File: src/rtl/sort_input_collector.sv
// Groups a serial valid/ready sample stream into registered 4-word blocks for the sorter.
// Optional partial-block flush with padding is enabled by defining SORT_COLLECT_FLUSH_EN.
module sort_input_collector #(
  parameter int WIDTH = 16,
  parameter int CNT_W = 16
) (
  input  logic             clk,
  input  logic             rst,
  input  logic [WIDTH-1:0] in_data,
  input  logic             in_valid,
  output logic             in_ready,
`ifdef SORT_COLLECT_FLUSH_EN
  input  logic             in_flush,
  output logic [2:0]       out_count,
`endif
  output logic [WIDTH-1:0] d1,
  output logic [WIDTH-1:0] d2,
  output logic [WIDTH-1:0] d3,
  output logic [WIDTH-1:0] d4,
  output logic             out_valid,
  input  logic             out_ready,
  output logic [CNT_W-1:0] block_cnt
);

  // Handshakes: a transfer happens on a rising clk edge where valid && ready; valid never
  // depends on ready, while in_ready depends combinationally on out_ready.
  logic [1:0]       cnt_q, cnt_d;
  logic [WIDTH-1:0] c0_q, c0_d, c1_q, c1_d, c2_q, c2_d;
  logic [WIDTH-1:0] d1_q, d1_d, d2_q, d2_d, d3_q, d3_d, d4_q, d4_d;
  logic             out_valid_q, out_valid_d;
  logic [CNT_W-1:0] block_cnt_q, block_cnt_d;
  logic [WIDTH-1:0] blk0, blk1, blk2, blk3;
  logic             slot_free, in_xfer, out_xfer, emit;

`ifdef SORT_COLLECT_FLUSH_EN
  localparam logic [WIDTH-1:0] PAD = {WIDTH{1'b1}};
  logic [2:0] out_count_q, out_count_d;
  logic       flush_go;
`endif

  assign slot_free = !out_valid_q || out_ready;
  assign out_xfer  = out_valid_q && out_ready;
  assign in_xfer   = in_valid && in_ready;

`ifdef SORT_COLLECT_FLUSH_EN
  // A pending flush blocks input so the flushed sample cannot slip into the next block.
  assign in_ready = in_flush ? slot_free : ((cnt_q != 2'd3) || slot_free);
  assign flush_go = in_flush && slot_free && ((cnt_q != 2'd0) || in_valid);
  assign emit     = (in_xfer && (cnt_q == 2'd3)) || flush_go;
  // Slot k holds a stored sample, the sample arriving now, or padding.
  assign blk0 = (cnt_q > 2'd0) ? c0_q : ((in_xfer && cnt_q == 2'd0) ? in_data : PAD);
  assign blk1 = (cnt_q > 2'd1) ? c1_q : ((in_xfer && cnt_q == 2'd1) ? in_data : PAD);
  assign blk2 = (cnt_q > 2'd2) ? c2_q : ((in_xfer && cnt_q == 2'd2) ? in_data : PAD);
  assign blk3 = (in_xfer && cnt_q == 2'd3) ? in_data : PAD;
`else
  assign in_ready = (cnt_q != 2'd3) || slot_free;
  assign emit     = in_xfer && (cnt_q == 2'd3);
  assign blk0 = c0_q;
  assign blk1 = c1_q;
  assign blk2 = c2_q;
  assign blk3 = in_data;
`endif

  always_comb begin
    cnt_d       = cnt_q;
    c0_d        = c0_q;
    c1_d        = c1_q;
    c2_d        = c2_q;
    d1_d        = d1_q;
    d2_d        = d2_q;
    d3_d        = d3_q;
    d4_d        = d4_q;
    out_valid_d = out_valid_q;
    block_cnt_d = block_cnt_q;
`ifdef SORT_COLLECT_FLUSH_EN
    out_count_d = out_count_q;
`endif
    if (in_xfer && !emit) begin
      case (cnt_q)
        2'd0:    c0_d = in_data;
        2'd1:    c1_d = in_data;
        default: c2_d = in_data;
      endcase
      cnt_d = cnt_q + 2'd1;
    end
    if (emit) begin
      d1_d        = blk0;
      d2_d        = blk1;
      d3_d        = blk2;
      d4_d        = blk3;
      out_valid_d = 1'b1;
      cnt_d       = 2'd0;
`ifdef SORT_COLLECT_FLUSH_EN
      out_count_d = {1'b0, cnt_q} + {2'b00, in_xfer};
`endif
    end else if (out_xfer) begin
      out_valid_d = 1'b0;
    end
    if (out_xfer) block_cnt_d = block_cnt_q + {{(CNT_W-1){1'b0}}, 1'b1};
  end

  always_ff @(posedge clk) begin
    if (rst) begin
      cnt_q       <= 2'd0;
      c0_q        <= '0;
      c1_q        <= '0;
      c2_q        <= '0;
      d1_q        <= '0;
      d2_q        <= '0;
      d3_q        <= '0;
      d4_q        <= '0;
      out_valid_q <= 1'b0;
      block_cnt_q <= '0;
`ifdef SORT_COLLECT_FLUSH_EN
      out_count_q <= 3'd0;
`endif
    end else begin
      cnt_q       <= cnt_d;
      c0_q        <= c0_d;
      c1_q        <= c1_d;
      c2_q        <= c2_d;
      d1_q        <= d1_d;
      d2_q        <= d2_d;
      d3_q        <= d3_d;
      d4_q        <= d4_d;
      out_valid_q <= out_valid_d;
      block_cnt_q <= block_cnt_d;
`ifdef SORT_COLLECT_FLUSH_EN
      out_count_q <= out_count_d;
`endif
    end
  end

  assign d1        = d1_q;
  assign d2        = d2_q;
  assign d3        = d3_q;
  assign d4        = d4_q;
  assign out_valid = out_valid_q;
  assign block_cnt = block_cnt_q;
`ifdef SORT_COLLECT_FLUSH_EN
  assign out_count = out_count_q;
`endif

endmodule

File: config.mk
export PLATFORM = sky130hd
export DESIGN_NAME = sort_input_collector
export DESIGN_NICKNAME = d
export VERILOG_FILES = /design/src/rtl/sort_input_collector.sv
export SDC_FILE = /design/constraint.sdc
export NUM_CORES = 1
export LEC_CHECK = 0
export BUFFER_PORTS_ARGS = -buffer_cell sky130_fd_sc_hd__buf_2
export CAP_MARGIN = 40
export CORE_MARGIN = 4
export CORE_UTILIZATION = 56
export CTS_BUF_LIST = sky130_fd_sc_hd__clkbuf_8
export DETAILED_ROUTE_END_ITERATION = 8
export PLACE_DENSITY = 0.82
export RECOVER_POWER = 25
export SYNTH_ARGS = -nofsm -noshare
export SYNTH_HDL_FRONTEND = slang
export SYNTH_SLANG_ARGS = --single-unit
File: constraint.sdc
create_clock -name clk -period 1.92 [get_ports clk]
set_clock_uncertainty 0.2 [all_clocks]
set_input_delay 0.096 -clock clk [delete_from_list [all_inputs] [get_ports clk]]
set_output_delay 0.096 -clock clk [all_outputs]
set_load 0.1 [all_outputs]
; ---- After elaboration in Yosys (flattened, before gate mapping)
; Index checks and enable logic that the tools add are counted.
[word_totals]
mem_bits_rw = 0
latchBits = 0
in_bits = 20
output_inout_bits = 82
regBits = 131
elab_cells = 33
mem_bits_ro = 0
memories = 0
[classes]
reduce_logical = 15
muxes = 2
bitwise = 1
magnitude_cmp = 0
addsub = 2
div_mod_pow = 0
n_shift = 0
mul = 0
eq_ne = 3
[ops]
columns = op, count
row1 = $add A16 B1 Y16 const B, 1
row2 = $reduce_and A2 Y1, 3
row3 = $logic_and A1 B1 Y1, 4
row4 = $reduce_or A2 Y1, 2
row5 = $add A2 B1 Y2 const B, 1
row6 = $eq A2 B1 Y1 const B, 1
row7 = $eq A2 B2 Y1 const B, 1
row8 = $logic_not A1 Y1, 2
row9 = $logic_not A2 Y1, 1
row10 = $logic_or A1 B1 Y1, 2
row11 = $mux W1, 2
row12 = $ne A2 B2 Y1 const B, 1
row13 = $reduce_bool A2 Y1, 1
row14 = $not A1 Y1, 1

; ---- Logic depth before layout (Yosys ltp)
; Gate-level depths: netlist of the first run.
[depth]
ltp_word = 8
ltp_mapped = 8

; ---- Worst setup path before layout of the first run
; Ideal clock, no wire load.
[synth_timing]
kind = register -> register
from = register block_cnt_q[3], in the netlist block_cnt[3]
to = register block_cnt_q[15], in the netlist block_cnt[15]
required_ns = 1.650
setup_slack_ns = -0.588
setup_time_ns = 0.070
path_stages_with_launch = 6
synth_period_minus_slack_ns = 2.508
t_arrival_ns = 2.238
n_path_buf = 1
path_cell_list = dfxtp_1 and4_1 buf_2 nand4_1 or4_1 a21oi_1
[synth_between]
elab_chain_cells = 1
[synth_rtl]
columns = item, line
row1 = from (decl), 31  ; logic [CNT_W-1:0] block_cnt_q, block_cnt_d;
row2 = from (signal assigned), 127  ; block_cnt_q <= block_cnt_d;
row3 = $add A16 B1 Y16, 99  ; if (out_xfer) block_cnt_d = block_cnt_q + {{(CNT_W-1){1'b0}}, 1'b1};
; Every way passes these cells.
; A chain may end at the register's enable or synchronous reset.

; ---- Final worst setup path of the first run
[layout_timing]
from = register cnt_q[0]
to = output port in_ready
[layout_between]
elab_chain_cells = 2
[layout_rtl]
columns = item, line
row1 = from (decl), 27  ; logic [1:0] cnt_q, cnt_d;
row2 = from (signal assigned), 118  ; cnt_q <= cnt_d;
row3 = $ne A2 B2 Y1, 56  ; assign in_ready = (cnt_q != 2'd3) || slot_free;
row4 = $logic_or A1 B1 Y1, 56
row5 = to (decl), 11  ; output logic in_ready,
; Every way passes these cells.

==> impl_metrics.csv, run 1 <==
group,metric,value,unit
detailed_routing,drt_iter0_drc,343,
placed_design,routabilityCongestion,0.8820,
synth,post_synth.cell_area_avg,7.935,µm²
floorplanning,die_h,99.90,µm
critical_path,worstPathMaxFanout,4,
outcome,status,"complete, no violations",
global_route,grt_usage,24.79,%
detailed_routing,ant_nets,0,
floorplanning,initial_core_util,57.56,%
layout,multi_input_area,1931,µm²
detailed_routing,drc,0,
detailed_routing,drt_wl_total,12580,µm
timing,worst_pin_slew,0.5587,ns
synth,synth_enable_flop_cells,0,
placed_design,portBuffers,101,
clock_network,clk_latency,0.44,ns
clock_network,path_clk_slew,0.07,ns
placed_design,placed_cells,772,
timing,fmax,0.5390,GHz
pwr,p_leak,2.373,nW
clock_network,cts_tree,"done",
placed_design,dp_hpwl,7836,µm
clock_network,htree_levels,4,
floorplanning,dieArea,9980,µm²
layout,fin_cells,823,
critical_path,worst_ep_arrival_time,1.56,ns
floorplanning,ioPinCount,102,
global_route,grt_antenna_before_repair,0,
critical_path,path_delay_family,"buffers and inverters",
timing,hold_violations,0,
pwr,p_per_area,958.0,nW/µm²
global_route,grt_pass1_wl,19550,µm
layout,diodes,0,
timing,post-route-period-util,96.63,%
layout,final_cell_mix,"236 x nand2_1, 120 x a21oi_1, 118 x dfxtp_1, 54 x buf_2, 46 x clkbuf_2",
timing,min_period,1.855,ns
detailed_routing,dr_total_vias,4457,
synth,ys.flop_type,"dfxtp_1",
global_route,overflow,0,
global_route,grt_max_degree,67,
critical_path,cp_cell_sequence,"ha_1 -> nand2_1 -> buf_2",
detailed_routing,via_per_inst,5.416,
clock_network,root_buffer,"clkbuf_8",
floorplanning,die_w,99.90,µm
critical_path,required,1.62,ns
synth,yosys_warnings,0,
worst_hold_path,min_path_type,"flop to flop",
critical_path,cp-end-kind,"primary output",
synth,syn_area,4730,µm²
synth,ys_seq_elements,131,
synth,async_flop_share,0,%
layout,drive_gt1_share,22.70,%
clock_network,cts_made_buffers,17,
timing,grt_setup_unrepaired,"no",
layout,fillers,586,
flow_run,maxCapViolations,0,
pwr,power,5.779,mW
synth,yosysUniqueCellTypes,29,
synth,syn_inst,596,
critical_path,crit_type,"flop to primary output",
clock_network,cts_num_sinks,131,
pwr,peakVddDrop,650.0,µV
critical_path,critPathBufInv,1,
clock_network,clk_path_buf_depth,2,
layout,areaGrowthSynthToFinish,27.54,%
timing,final_max_slew_viol_count,0,
layout,layout_commonest_cell,"nand2_1",
global_route,grt_pass1_vias,4125,
layout,nets,730,
synth,yosysSeqAreaShare,55.45,%
layout,register_area,2666,µm²
floorplanning,row_count,33,
detailed_routing,first_pass_iters,5,
synth,synthesis.nets,620,
critical_path,max_stage_delay,0.42,ns
detailed_routing,wl_per_cell,15.28,µm
floorplanning,coreArea,8217,µm²
timing,maxSlewHeadroom,62.91,%
critical_path,critPathSlowestCell,"buf_2",
timing,finalSetupViolations,0,
critical_path,critPathLaunchType,"flop",
## worst paths after layout
path | from | endpoint | slack, ns | depth (start not counted)
worst max-delay path | cnt_q[0]$_SDFFE_PP0P_ | in_ready | 0.06 | 3
worst min-delay path | blk1[11]$_SDFFE_PP0P_ | d2[11]$_SDFFE_PP0P_ | 0.25 | 2
worst max register to register | cnt_q[0]$_SDFFE_PP0P_ | blk2[6]$_SDFFE_PP0P_ | 0.10 | 7
worst min register to register | blk1[11]$_SDFFE_PP0P_ | d2[11]$_SDFFE_PP0P_ | 0.25 | 2
## layout make-up
cell class | instances | share of cell area [%]
timing repair buffer | 132 | 14.31
sequential | 131 | 44.20
tap | 105 | 2.178
clock inverter | 11 | 2.614
multi-input combinational | 422 | 32.01
inverter | 2 | 0.1245
clock buffer | 20 | 4.563
## flip-flops by register name, summed over array words and instances (netlist names)
| register | count |
|---|---|
| cnt_q | 2 |
| block_cnt | 16 |
| d1 | 16 |
| blk2 | 16 |
| blk0 | 16 |
| d3 | 16 |
| d4 | 16 |
| blk1 | 16 |
| d2 | 16 |
| out_valid | 1 |
## per-stage QoR
step | setup TNS (ns) | util, % | hold WS [ns] | area (µm²) | setup WS [ns]
2_1_floorplan | -0.01275 | - | 0.03196 | 4778 | -0.01275
3_3_place_gp | 0 | 65.48 | 0.1904 | 5380 | 0.2262
3_5_place_dp | 0 | 65.48 | 0.1937 | 5380 | 0.02489
4_1_cts | 0 | 73.06 | 0.2498 | 6003 | 0.01634
5_1_grt | 0 | 73.41 | 0.2699 | 6032 | 0.01253
6_report | 0 | 73.41 | 0.2505 | 6032 | 0.06471
## worst min-delay path: stages, from the launching register on
cell     delay, ns
dfxtp_1       0.31
nand2_1       0.05
a21oi_1       0.05
## synthesized netlist by cell type (2+ instances only)
master	count	area share (%)
dfxtp_1	131	55
and4_1	2	0.37
nor3_1	3	0.32
xor2_1	8	1.5
and2_1	3	0.40
or3_1	4	0.53
xnor2_1	3	0.56
inv_1	2	0.16
nand3_1	6	0.63
nand4_1	4	0.53
nand2_1	238	19
ha_1	4	1.1
buf_2	16	1.7
clkbuf_1	23	1.8
nor2_1	13	1.0
a21oi_1	120	13
o21ai_0	4	0.42
## repair_timing
action / CTS / global route
endpoints found under the hold margin: 85 / 0
resized for setup: 0 / 4
endpoints found under the setup margin: 0 / 33
hold buffers: 19 / 0
buffers inserted: 0 / 0
## per-layer routing
metal	vias to the layer above	global-route usage, %	wire length, µm
met5	-	0	0
met4	0	11.45	418
met3	35	5.629	1008
met2	199	41.61	6146
met1	2066	30.24	5006
li1	2157	-	-
## cell families after synthesis
family	count (synthesis)	synth area share [%]
and+or+nand+nor	282	24.18
DFF	131	55.45
AOI/OAI and AO/OA	125	13.28
buffers and inverters	43	3.995
xor gates and xnor gates	11	2.037
adders and majority gates	4	1.058
## power by group
| part | switching, mW | internal, mW | total [mW] |
|---|---|---|---|
| Combinational | 0.285 | 0.141 | 0.426 |
| Sequential | 0.0467 | 2.78 | 2.82 |
| Clock | 1.03 | 1.50 | 2.53 |
| Total | 1.36 | 4.42 | 5.78 |
Power figures use the tool's default switching activity.
==> run 2, diff against run 1 <==
- CORE_MARGIN: 4 -> 5
- MAX_ROUTING_LAYER: not set -> met4
==> impl_metrics.csv, run 2 (synthesized netlist as in run 1, its figures left out) <==
group,metric,value,unit
detailed_routing,drt_iter0_drc,301,
critical_path,rrSetupSlack,0.14,ns
critical_path,required,1.62,ns
timing,layout_setup_ws,0.05796,ns
clock_network,htree_levels,4,
detailed_routing,wl_per_cell,15.03,µm
layout,areaGrowthSynthToFinish,27.12,%
timing,fmax,0.5370,GHz
timing,final_max_slew_viol_count,0,
layout,fin_util,73.17,%
pwr,p_leak,2.354,nW
global_route,grt_usage,25.09,%
floorplanning,dieArea,10380,µm²
clock_network,clk_path_buf_depth,2,
critical_path,worst_ep_arrival_time,1.57,ns
layout,diodes,0,
timing,maxSlewHeadroom,43.16,%
layout,stdcell_area,6012,µm²
timing,hold_violations,0,
pwr,p_per_area,945.9,nW/µm²
worst_hold_path,min_path_type,"flop to flop",
critical_path,rr_endpoint,"d3[5]$_SDFFE_PP0P_",
placed_design,dp_hpwl,8123,µm
critical_path,cp-end-kind,"primary output",
detailed_routing,first_pass_iters,6,
floorplanning,initial_core_util,57.56,%
layout,nets,731,
pwr,peakVddDrop,709.7,µV
clock_network,path_clk_slew,0.07,ns
critical_path,crit_type,"primary input to primary output",
detailed_routing,drt_wl_total,12380,µm
global_route,grt_pass1_vias,4188,
critical_path,rr_startpoint,"cnt_q[0]$_SDFFE_PP0P_",
placed_design,routabilityCongestion,0.8210,
worst_hold_path,hold_start,"d2[14]$_SDFFE_PP0P_",
critical_path,crit_start,"out_ready",
detailed_routing,dr_total_vias,4421,
critical_path,worstPathMaxFanout,7,
floorplanning,ioPinCount,102,
critical_path,reg2reg_depth,6,
global_route,grt_pass1_wl,19720,µm
clock_network,cts_num_sinks,131,
timing,fin_tns_setup,0,ns
layout,layout_commonest_cell,"nand2_1",
timing,grt_setup_unrepaired,"no",
detailed_routing,ant_nets,0,
layout,final_cell_mix,"238 x nand2_1, 120 x a21oi_1, 117 x dfxtp_1, 55 x buf_2, 47 x clkbuf_2",
detailed_routing,via_per_inst,5.365,
timing,worst_pin_slew,0.8526,ns
placed_design,portBuffers,101,
clock_network,cts_tree,"done",
timing,finalSetupViolations,0,
floorplanning,coreArea,8217,µm²
flow_run,maxCapViolations,0,
clock_network,cts_made_buffers,17,
floorplanning,row_count,33,
layout,drive_gt1_share,23.37,%
detailed_routing,drc,0,
timing,post-route-period-util,96.98,%
clock_network,root_buffer,"clkbuf_8",
floorplanning,die_h,101.9,µm
critical_path,critPathLaunchType,"primary input",
global_route,grt_antenna_before_repair,0,
floorplanning,die_w,101.9,µm
global_route,overflow,0,
placed_design,place_area,5395,µm²
critical_path,endpoint,"in_ready",
global_route,grt_max_degree,67,
timing,min_period,1.862,ns
layout,fillers,599,
outcome,status,"complete, no violations",
clock_network,clk_latency,0.42,ns
placed_design,pre_cts_ws,0.03344,ns
run 2: cell count changes in the layout (fill, tap and decap cells not counted), sizes merged:
| cell | previous run | this run |
|---|---|---|
| inv | 4 | 3 |
| buf | 66 | 67 |
| clkbuf | 67 | 64 |
| clkinvlp | 1 | 2 |
| clkinv | 4 | 7 |
run 2: how the worst min path moves through the flow:
stage	depth (start not counted)	slack [ns]	endpoint
after floorplan	2	0.03	blk0[0]$_SDFFE_PP0P_
after global placement	3	0.19	blk0[3]$_SDFFE_PP0P_
after CTS	2	0.25	d2[14]$_SDFFE_PP0P_
after detailed placement	3	0.20	d4[3]$_SDFFE_PP0P_
after global routing	2	0.27	d3[15]$_SDFFE_PP0P_
final	2	0.25	d2[14]$_SDFFE_PP0P_
run 2: where the power goes:
part | switching [mW] | internal, mW | total, mW
clock | 1.04 | 1.40 | 2.45
combinational | 0.281 | 0.141 | 0.422
sequential | 0.0438 | 2.78 | 2.82
run 2: repair_timing:
action	CTS	global route
hold buffers	19	0
hold endpoints to repair	84	0
resized for setup	1	3
gates cloned	0	0
endpoints found under the setup margin	1	40
buffers inserted	0	0
run 2: layout make-up:
| cell class | count | area (µm²) | area share (%) |
|---|---|---|---|
| Sequential cell | 131 | 2670 | 44.41 |
| Multi-Input combinational cell | 422 | 1937 | 32.22 |
| Timing Repair Buffer | 133 | 844.6 | 14.05 |
| Clock buffer | 17 | 234.0 | 3.892 |
| Clock inverter | 14 | 187.7 | 3.122 |
| Tap cell | 105 | 131.4 | 2.185 |
| Inverter | 2 | 7.507 | 0.1249 |
run 2: metrics by stage:
stage          hold WS, ns  instances  total power [mW]
6_report            0.2509        824             5.687
2_1_floorplan      0.03196        596             3.126
5_1_grt             0.2711        824             5.891
3_3_place_gp        0.1869        774             3.246
4_1_cts             0.2525        824             5.695
3_5_place_dp        0.1968        774             3.262
run 2: critical path, stage by stage:
cell,delay [ns]
dlygate4sd3_1,0.54
buf_2,0.17
and2b_2,0.26
nand2_1,0.08
buf_2,0.42
run 2: metal layers:
metal	vias to the layer above	global-route usage [%]	part of all wire [%]
li1	2155	-	-
met1	2046	29.48	41
met2	183	41.15	49
met3	37	5.119	7.0
met4	0	12.11	3.1
met5	-	-	0
